<file path="src/rtl/hazard_ctrl_pkg.sv">
// Shared types and defaults for the renas pipeline hazard controller.
package hazard_ctrl_pkg;

  localparam int CNT_W_DEF       = 32;
  localparam int MAX_FW_HALT_DEF = 4;

  typedef enum logic [1:0] {
    INIT       = 2'd0,
    RUN        = 2'd1,
    CACHE_WAIT = 2'd2
  } hz_state_e;

  typedef struct packed {
    logic pc_en;
    logic ifid_en;
    logic idex_en;
    logic exmem_en;
    logic memwb_en;
    logic ifid_flush;
    logic idex_flush;
    logic exmem_bubble;
  } pipe_ctrl_t;

  // Per-situation control patterns: {five enables, ifid_flush, idex_flush, exmem_bubble}.
  localparam pipe_ctrl_t CTRL_RESET    = 8'b00000_111;
  localparam pipe_ctrl_t CTRL_INIT     = 8'b01111_111;
  localparam pipe_ctrl_t CTRL_FREEZE   = 8'b00000_000;
  localparam pipe_ctrl_t CTRL_REDIRECT = 8'b11111_110;
  localparam pipe_ctrl_t CTRL_HALT     = 8'b00011_001;
  localparam pipe_ctrl_t CTRL_ICACHE   = 8'b01111_100;
  localparam pipe_ctrl_t CTRL_RUN      = 8'b11111_000;

endpackage

</file>
<file path="src/rtl/perf_cnt_sat.sv">
// Saturating event counter with synchronous clear taking priority over increment.
module perf_cnt_sat #(
  parameter int W = 32
) (
  input  logic         clk,
  input  logic         rst_n,
  input  logic         clr,
  input  logic         inc,
  output logic [W-1:0] cnt
);

  always_ff @(posedge clk or negedge rst_n) begin
    if (!rst_n) begin
      cnt <= '0;
    end else if (clr) begin
      cnt <= '0;
    end else if (inc && (cnt != {W{1'b1}})) begin
      cnt <= cnt + 1'b1;
    end
  end

endmodule

</file>
<file path="src/rtl/hazard_ctrl.sv">
// Turns forwarding halts, cache stalls and EX redirects into per-stage
// enable/flush/bubble controls, with deferred flushes and stuck-halt detection.
module hazard_ctrl
  import hazard_ctrl_pkg::*;
#(
  parameter int CNT_W       = CNT_W_DEF,
  parameter int MAX_FW_HALT = MAX_FW_HALT_DEF
) (
  input  logic             clk,
  input  logic             rst_n,
  input  logic             FW_halt,
  input  logic             icache_stall,
  input  logic             dcache_stall,
  input  logic             br_flush,
  input  logic             trap_flush,
  input  logic             cnt_clr,
  output logic             pc_en,
  output logic             ifid_en,
  output logic             idex_en,
  output logic             exmem_en,
  output logic             memwb_en,
  output logic             ifid_flush,
  output logic             idex_flush,
  output logic             exmem_bubble,
  output logic             flush_active,
  output logic             hz_err,
  output logic [CNT_W-1:0] stall_cnt,
  output logic [CNT_W-1:0] flush_cnt
);

  localparam int HC_W = $clog2(MAX_FW_HALT + 1);

  hz_state_e       state, state_nxt;
  pipe_ctrl_t      ctrl;
  logic            pend_flush, pend_nxt;
  logic [HC_W-1:0] halt_cnt, halt_nxt;
  logic            stall_inc;

  // Priority decode: dcache freeze, then redirect, then FW halt, then icache miss.
  always_comb begin
    ctrl         = CTRL_RESET;
    flush_active = 1'b0;
    state_nxt    = state;
    pend_nxt     = pend_flush;
    halt_nxt     = FW_halt ? halt_cnt : '0;
    if (rst_n) begin
      case (state)
        INIT: begin
          ctrl      = CTRL_INIT;
          state_nxt = RUN;
          halt_nxt  = '0;
        end
        default: begin
          if (dcache_stall) begin
            ctrl      = CTRL_FREEZE;
            state_nxt = CACHE_WAIT;
            if (br_flush || trap_flush) pend_nxt = 1'b1;
          end else begin
            state_nxt = RUN;
            if (br_flush || trap_flush || pend_flush) begin
              ctrl         = CTRL_REDIRECT;
              flush_active = 1'b1;
              pend_nxt     = 1'b0;
              halt_nxt     = '0;
            end else if (FW_halt) begin
              ctrl = CTRL_HALT;
              if (halt_cnt != HC_W'(MAX_FW_HALT)) halt_nxt = halt_cnt + 1'b1;
            end else if (icache_stall) begin
              ctrl = CTRL_ICACHE;
            end else begin
              ctrl = CTRL_RUN;
            end
          end
        end
      endcase
    end
  end

  assign pc_en        = ctrl.pc_en;
  assign ifid_en      = ctrl.ifid_en;
  assign idex_en      = ctrl.idex_en;
  assign exmem_en     = ctrl.exmem_en;
  assign memwb_en     = ctrl.memwb_en;
  assign ifid_flush   = ctrl.ifid_flush;
  assign idex_flush   = ctrl.idex_flush;
  assign exmem_bubble = ctrl.exmem_bubble;

  assign stall_inc = (state != INIT) && !ctrl.pc_en;

  // hz_err latches on the same edge halt_cnt reaches the limit.
  always_ff @(posedge clk or negedge rst_n) begin
    if (!rst_n) begin
      state      <= INIT;
      pend_flush <= 1'b0;
      halt_cnt   <= '0;
      hz_err     <= 1'b0;
    end else begin
      state      <= state_nxt;
      pend_flush <= pend_nxt;
      halt_cnt   <= halt_nxt;
      if (halt_nxt == HC_W'(MAX_FW_HALT)) hz_err <= 1'b1;
    end
  end

  perf_cnt_sat #(.W(CNT_W)) u_stall_cnt (
    .clk   (clk),
    .rst_n (rst_n),
    .clr   (cnt_clr),
    .inc   (stall_inc),
    .cnt   (stall_cnt)
  );

  perf_cnt_sat #(.W(CNT_W)) u_flush_cnt (
    .clk   (clk),
    .rst_n (rst_n),
    .clr   (cnt_clr),
    .inc   (flush_active),
    .cnt   (flush_cnt)
  );

endmodule
</file>
<file path="config.mk">
export PLATFORM = sky130hd
export DESIGN_NAME = hazard_ctrl
export DESIGN_NICKNAME = d
export VERILOG_FILES = /design/src/rtl/hazard_ctrl_pkg.sv /design/src/rtl/perf_cnt_sat.sv /design/src/rtl/hazard_ctrl.sv
export SDC_FILE = /design/constraint.sdc
export NUM_CORES = 1
export LEC_CHECK = 0
export BUFFER_PORTS_ARGS = -buffer_cell sky130_fd_sc_hd__buf_2
export CAP_MARGIN = 5
export CORE_MARGIN = 2
export CORE_UTILIZATION = 45
export CTS_CLUSTER_DIAMETER = 200
export DETAILED_ROUTE_END_ITERATION = 10
export PLACE_DENSITY = 0.7
export SETUP_SLACK_MARGIN = 0.1
export SLEW_MARGIN = 20
export SYNTH_ARGS = -nofsm -noshare
export SYNTH_HDL_FRONTEND = slang
export SYNTH_SLANG_ARGS = --single-unit
</file>
<file path="constraint.sdc">
create_clock -name clk -period 2.2 [get_ports clk]
set_input_delay 0.44 -clock clk [delete_from_list [all_inputs] [get_ports clk]]
set_output_delay 0.44 -clock clk [all_outputs]
set_load 0.05 [all_outputs]
</file>
# [Yosys cells after proc, flatten, opt, wreduce, memory -nomap -nowiden]
# Index checks and enable logic that the tools add are counted.
# Widths: inputs -> output; s select.
[totals] regBits=71 input_bits=8 wordCells=53
[classes] bitwise=1 n_addsub=3 eq_ne=5 mux=26 reduce_logical=12
[ops] op="$mux 32" count=4
[ops] op="$add 32x1->32 const B" count=2
[ops] op="$ne 32x32->1 const B" count=2
[ops] op="$mux 8" count=6
[ops] op="$mux 3" count=7
[ops] op="$reduce_bool 2->1" count=4
[ops] op="$mux 1" count=7
[ops] op="$mux 2" count=2
[ops] op="$reduce_and 4->1" count=1
[ops] op="$add 3x1->3 const B" count=1
[ops] op="$eq 3x3->1 const B" count=1
[ops] op="$logic_and 1x1->1" count=3
[ops] op="$ne 3x3->1 const B" count=1
[ops] op="$logic_not 2->1" count=1
[ops] op="$logic_or 1x1->1" count=2
[ops] op="$ne 2x1->1 const B" count=1
[ops] op="$logic_not 1->1" count=1
[ops] op="$not 1->1" count=1

# [Logic depth before layout (Yosys ltp)]
[depth] ltp_word=11 depth_mapped=9 mapped_depth_nobuf=7

# [Hierarchy]
# From an unflattened synthesis, not the netlist that was laid out.
[unflattened] hier_cells=456 hier_area_um2=4210.3
[by_module_without_submodules] module="perf_cnt_sat" cells_each=198 area_per_inst_um2=1854.3 seq_area_each_um2=800.8 n_inst=2
[by_module_without_submodules] module="hazard_ctrl" cells_each=60 area_per_inst_um2=501.7 seq_area_each_um2=175.2 n_inst=1

# [Worst setup path before layout]
# OpenSTA, ideal clock, no wires.
[synth_timing] path_kind="input-to-output" start="input trap_flush" end="output ifid_flush" cell_stages=3 n_path_buf=0 setup_slack_ns=-0.339 t_arrival_ns=2.099 cell_sequence="nor3_1 > o21ai_0 > a21o_1"
[synth_via] elab_chain_cells=6
[synth_rtl] element="start: declaration" line_no="hazard_ctrl.sv:15" rtl="input logic trap_flush,"
[synth_rtl] element="$logic_or 1x1->1 (2 in series)" line_no="hazard_ctrl.sv:60" rtl="if (br_flush || trap_flush || pend_flush) begin"
[synth_rtl] element="$mux 8" line_no="hazard_ctrl.sv:60"
[synth_rtl] element="$mux 8" line_no="hazard_ctrl.sv:54" rtl="if (dcache_stall) begin"
[synth_rtl] element="$mux 8" line_no="hazard_ctrl.sv:47" rtl="case (state)"
[synth_rtl] element="$mux 8" line_no="hazard_ctrl.sv:46" rtl="if (rst_n) begin"
[synth_rtl] element="end: declaration" line_no="hazard_ctrl.sv:22" rtl="output logic ifid_flush,"
# Every way passes these cells.

# [Final worst setup path]
[layout_timing] start="register u_flush_cnt.cnt[1]" end="register u_flush_cnt.cnt[18]"
[layout_via] elab_chain_cells=3 elab_cells_between_ends=6 classes_between="add/sub: 1; eq/ne: 1; mux: 2; reduce/logical: 2"
[layout_rtl] element="start: declaration" line_no="perf_cnt_sat.sv:9" rtl="output logic [W-1:0] cnt"
[layout_rtl] element="start signal: assignment" line_no="perf_cnt_sat.sv:18" rtl="cnt <= cnt + 1'b1;"
[layout_rtl] element="$add 32x1->32 / $ne 32x32->1 (equally long branches)" line_no="perf_cnt_sat.sv:18, perf_cnt_sat.sv:17"
[layout_rtl] element="$mux 32 / $logic_and 1x1->1 (equally long branches)" line_no="perf_cnt_sat.sv:17" rtl="end else if (inc && (cnt != {W{1'b1}})) begin"
[layout_rtl] element="$mux 32 / $reduce_bool 2->1 (equally long branches)"
# Parallel ways exist; a longest one is shown, timed or not. The select of a mux whose other input is x is not followed.
# A chain may end at the register's enable or synchronous reset.

==> impl_metrics.py <==
metrics = {
    "outcome": {
        "outcome": "completed",
    },
    "sta": {
        "min_period_ns": 2.12,
        "setup_viol": 0,
        "slew_viol_final": 0,
        "period_share_pct": 96.3,
        "fmax_ghz": 0.472,
        "tightest_slew_ns": 0.862,
        "finalHoldViolCount": 0,
        "relSlewSlack_pct": 42.5,
        "finClkSkew_ns": 0.0158,
        "setup_slack_ns": 0.0816,
        "rsz0062_at_grt": "yes",
    },
    "synth": {
        "synth_top_area_cell": "dfrtp_1",
        "synthesis.nets": 462,
        "synth_edf_count": 0,
        "netlist-cell-type-count": 50,
        "ys_warn_count": 0,
        "synth.avg_cell_area_um2": 8.85,
        "synth_seq_area_share_pct": 44.6,
        "synth_top_cells_by_area": "dfrtp_1 (45%), a21oi_1 (6.9%), or3_1 (4.9%)",
        "ys_seq_elements": 71,
        "async_reset_ff_share_pct": 100,
        "synth_cells": 450,
        "synth.most_common_cell": "dfrtp_1",
        "ys.flop_type": "dfrtp_1",
        "synth_common_cells": "dfrtp_1 (71), a21oi_1 (55), o21ai_0 (34)",
        "yosysTopAreaCellShare_pct": 44.6,
        "synth_area_mm2": 0.00398,
    },
    "global_routing": {
        "grt_pass1_wl_um": 17200,
        "grt_use_met1_pct": 29.2,
        "top_usage_layer": "met2",
        "grt_max_degree": 67,
        "grt_util_met3_pct": 4.08,
        "overflow": 0,
        "gr-usage-met2_pct": 35.4,
        "grt_antenna_before_repair": 0,
        "grt_pass1_vias": 3658,
        "track_usage_pct": 21.6,
    },
    "die": {
        "dieArea_mm2": 0.00962,
        "num_io_pins": 82,
        "dieWidth_um": 98.1,
        "core_mm2": 0.00864,
        "die_h_um": 98.1,
        "initial_core_util_pct": 46.1,
        "fp-row-count": 34,
    },
    "finish": {
        "drive_gt1_share_pct": 39.9,
        "final_util_pct": 61.6,
        "area_growth_pct": 33.7,
        "diodes": 0,
        "nets": 574,
        "nFillCells": 745,
    },
    "worst_setup_path": {
        "critPathArrivalTime_ns": 2.38,
        "crit_family": "simple AND/OR/NAND/NOR gates",
        "endpoint_kind": "flop",
        "critPathMaxStageDelay_ns": 0.48,
        "critPathSlowestCell": "or4_4",
        "cpMostUsedCell": "buf_6",
        "cp_max_fo": 6,
        "crit_type": "reg -> reg",
        "crit_path_start_kind": "flop",
        "cp.buffers_inverters": 3,
        "worstPathRequired_ns": 2.46,
        "path_cells": "ha_4 -> and4_4 -> nand4_1 -> buf_6 -> o31ai_4 -> buf_6 -> clkbuf_16 -> or4_4 -> a21oi_2",
    },
    "clock_network": {
        "numCtsBuffers": 9,
        "htreeDepth": 3,
        "cts.path.max_buffers": 2,
        "cts_tree": "yes",
        "cts.clk_slew.worst_paths_ns": 0.08,
        "clk_latency_ns": 0.35,
        "cts_root_buf": "clkbuf_8",
        "clock-sinks": 71,
    },
    "placement": {
        "place_worst_setup_slack_ns": -0.0353,
        "gp_congestion": 0.861,
        "dp_hpwl_um": 7110,
        "io_buffer_count": 81,
    },
    "route": {
        "vias_per_cell": 5.91,
        "drc": 0,
        "post_drt_wl_per_cell_um": 16.3,
        "drtPass1Iterations": 5,
        "routed_wirelength_um": 11000,
        "drt_iter0_markers": 222,
        "ant_nets": 0,
        "vias": 3991,
    },
    "min_path": {
        "hold_path_class": "in -> async",
    },
    "flow_run": {
        "drv_cap": 0,
    },
    "power_and_ir_drop": {
        "power.density_mw_per_mm2": 542,
        "p_leak_nw": 2.21,
        "ir_worst_vdd_uv": 321,
    },
}
path summary, 6_finish.rpt:
check | startpoint | endpoint | slack [ns] | depth (start not counted)
min in group clk | FW_halt | halt_cnt[0] | 0.42 | 2
hold reg to reg | hz_err | hz_err | 0.46 | 1
setup / recovery | u_flush_cnt.cnt[1] | u_flush_cnt.cnt[18] | 0.08 | 9
hold / removal | rst_n | state[1] | 0.05 | 2
setup reg to reg | u_flush_cnt.cnt[1] | u_flush_cnt.cnt[18] | 0.08 | 9
max in group asynchronous | rst_n | u_stall_cnt.cnt[30] | 1.02 | 3
cells in the final DEF (no fill, tap or decap), types with 8 or more instances in the layout:
| master | count |
|---|---|
| inv_1 | 13 |
| nand4_1 | 12 |
| or4_1 | 11 |
| dfrtp_2 | 36 |
| and2_1 | 9 |
| or3_1 | 30 |
| nand2_1 | 33 |
| a21oi_1 | 45 |
| buf_4 | 35 |
| a21oi_2 | 10 |
| clkbuf_8 | 12 |
| o31ai_1 | 22 |
| buf_6 | 8 |
| or4_4 | 10 |
| o21ai_0 | 28 |
| dfrtp_1 | 35 |
| nor2_1 | 22 |
| nand3_1 | 24 |
| buf_2 | 74 |
stage by stage:
stage                     total power (W)  cells  setup TNS (ns)  hold slack [ns]  cell area (um2)
after floorplan                   0.00160    450          -0.129            0.144             4100
after global placement            0.00171    643               0            0.415             4760
after detailed placement          0.00171    643         -0.0828            0.411             4760
after CTS                         0.00285    662               0           0.0348             5020
after global routing              0.00301    675               0           0.0324             5320
final                             0.00289    675               0           0.0462             5320
worst reg2reg max path, stage by stage (launching register included):
cell and delay, ns:
dfrtp_2 0.43, ha_4 0.17, and4_4 0.14, nand4_1 0.15, buf_6 0.15, o31ai_4 0.08, buf_6 0.15, clkbuf_16 0.16
or4_4 0.48, a21oi_2 0.14
logic make-up (layout without fill, tap and decap cells):
group           Yosys count  after routing  synth area share, %
fa+ha+maj                 4              4                 1.26
compound gates          128            128                 18.8
xor+xnor                  5              5                 1.10
buf+inv                  38            155                 4.21
mux                       7              7                 1.92
simple gates            197            197                 28.1
flops                    71             71                 44.6
where the power goes:
group | total (W) | internal (W) | switching, W
registers | 0.00135 | 0.00132 | 0.0000273
logic | 0.000408 | 0.000146 | 0.000262
clock network | 0.00113 | 0.000617 | 0.000511
sequential cells by signal (all words and copies together) (netlist names):
register	count
u_flush_cnt.cnt	32
state	2
hz_err	1
pend_flush	1
u_stall_cnt.cnt	32
halt_cnt	3
area by class of cell:
class | count | area [um2] | area share [%]
timing repair buffer | 125 | 873 | 16.4
multi-input combinational | 341 | 2220 | 41.7
sequential | 71 | 1820 | 34.2
inverter | 14 | 56.3 | 1.06
clock inverter | 4 | 52.6 | 0.987
clock buffer | 12 | 165 | 3.10
tap | 108 | 135 | 2.54
timing repair:
action                     in CTS  in global routing
pin swaps                       2                 15
gates resized for setup         6                 37
hold buffers                    0                  0
buffers inserted                3                  7
cloned                          0                  6
setup endpoints to repair      14                 46
routing by layer:
metal / vias to the layer above / share of wire, %
met3: 13 / 5.7
met4: 0 / 1.1
li1: 1906 / -
met5: - / 0
met1: 1946 / 43
met2: 126 / 50
Note: power is estimated with default switching activity, not from simulation.
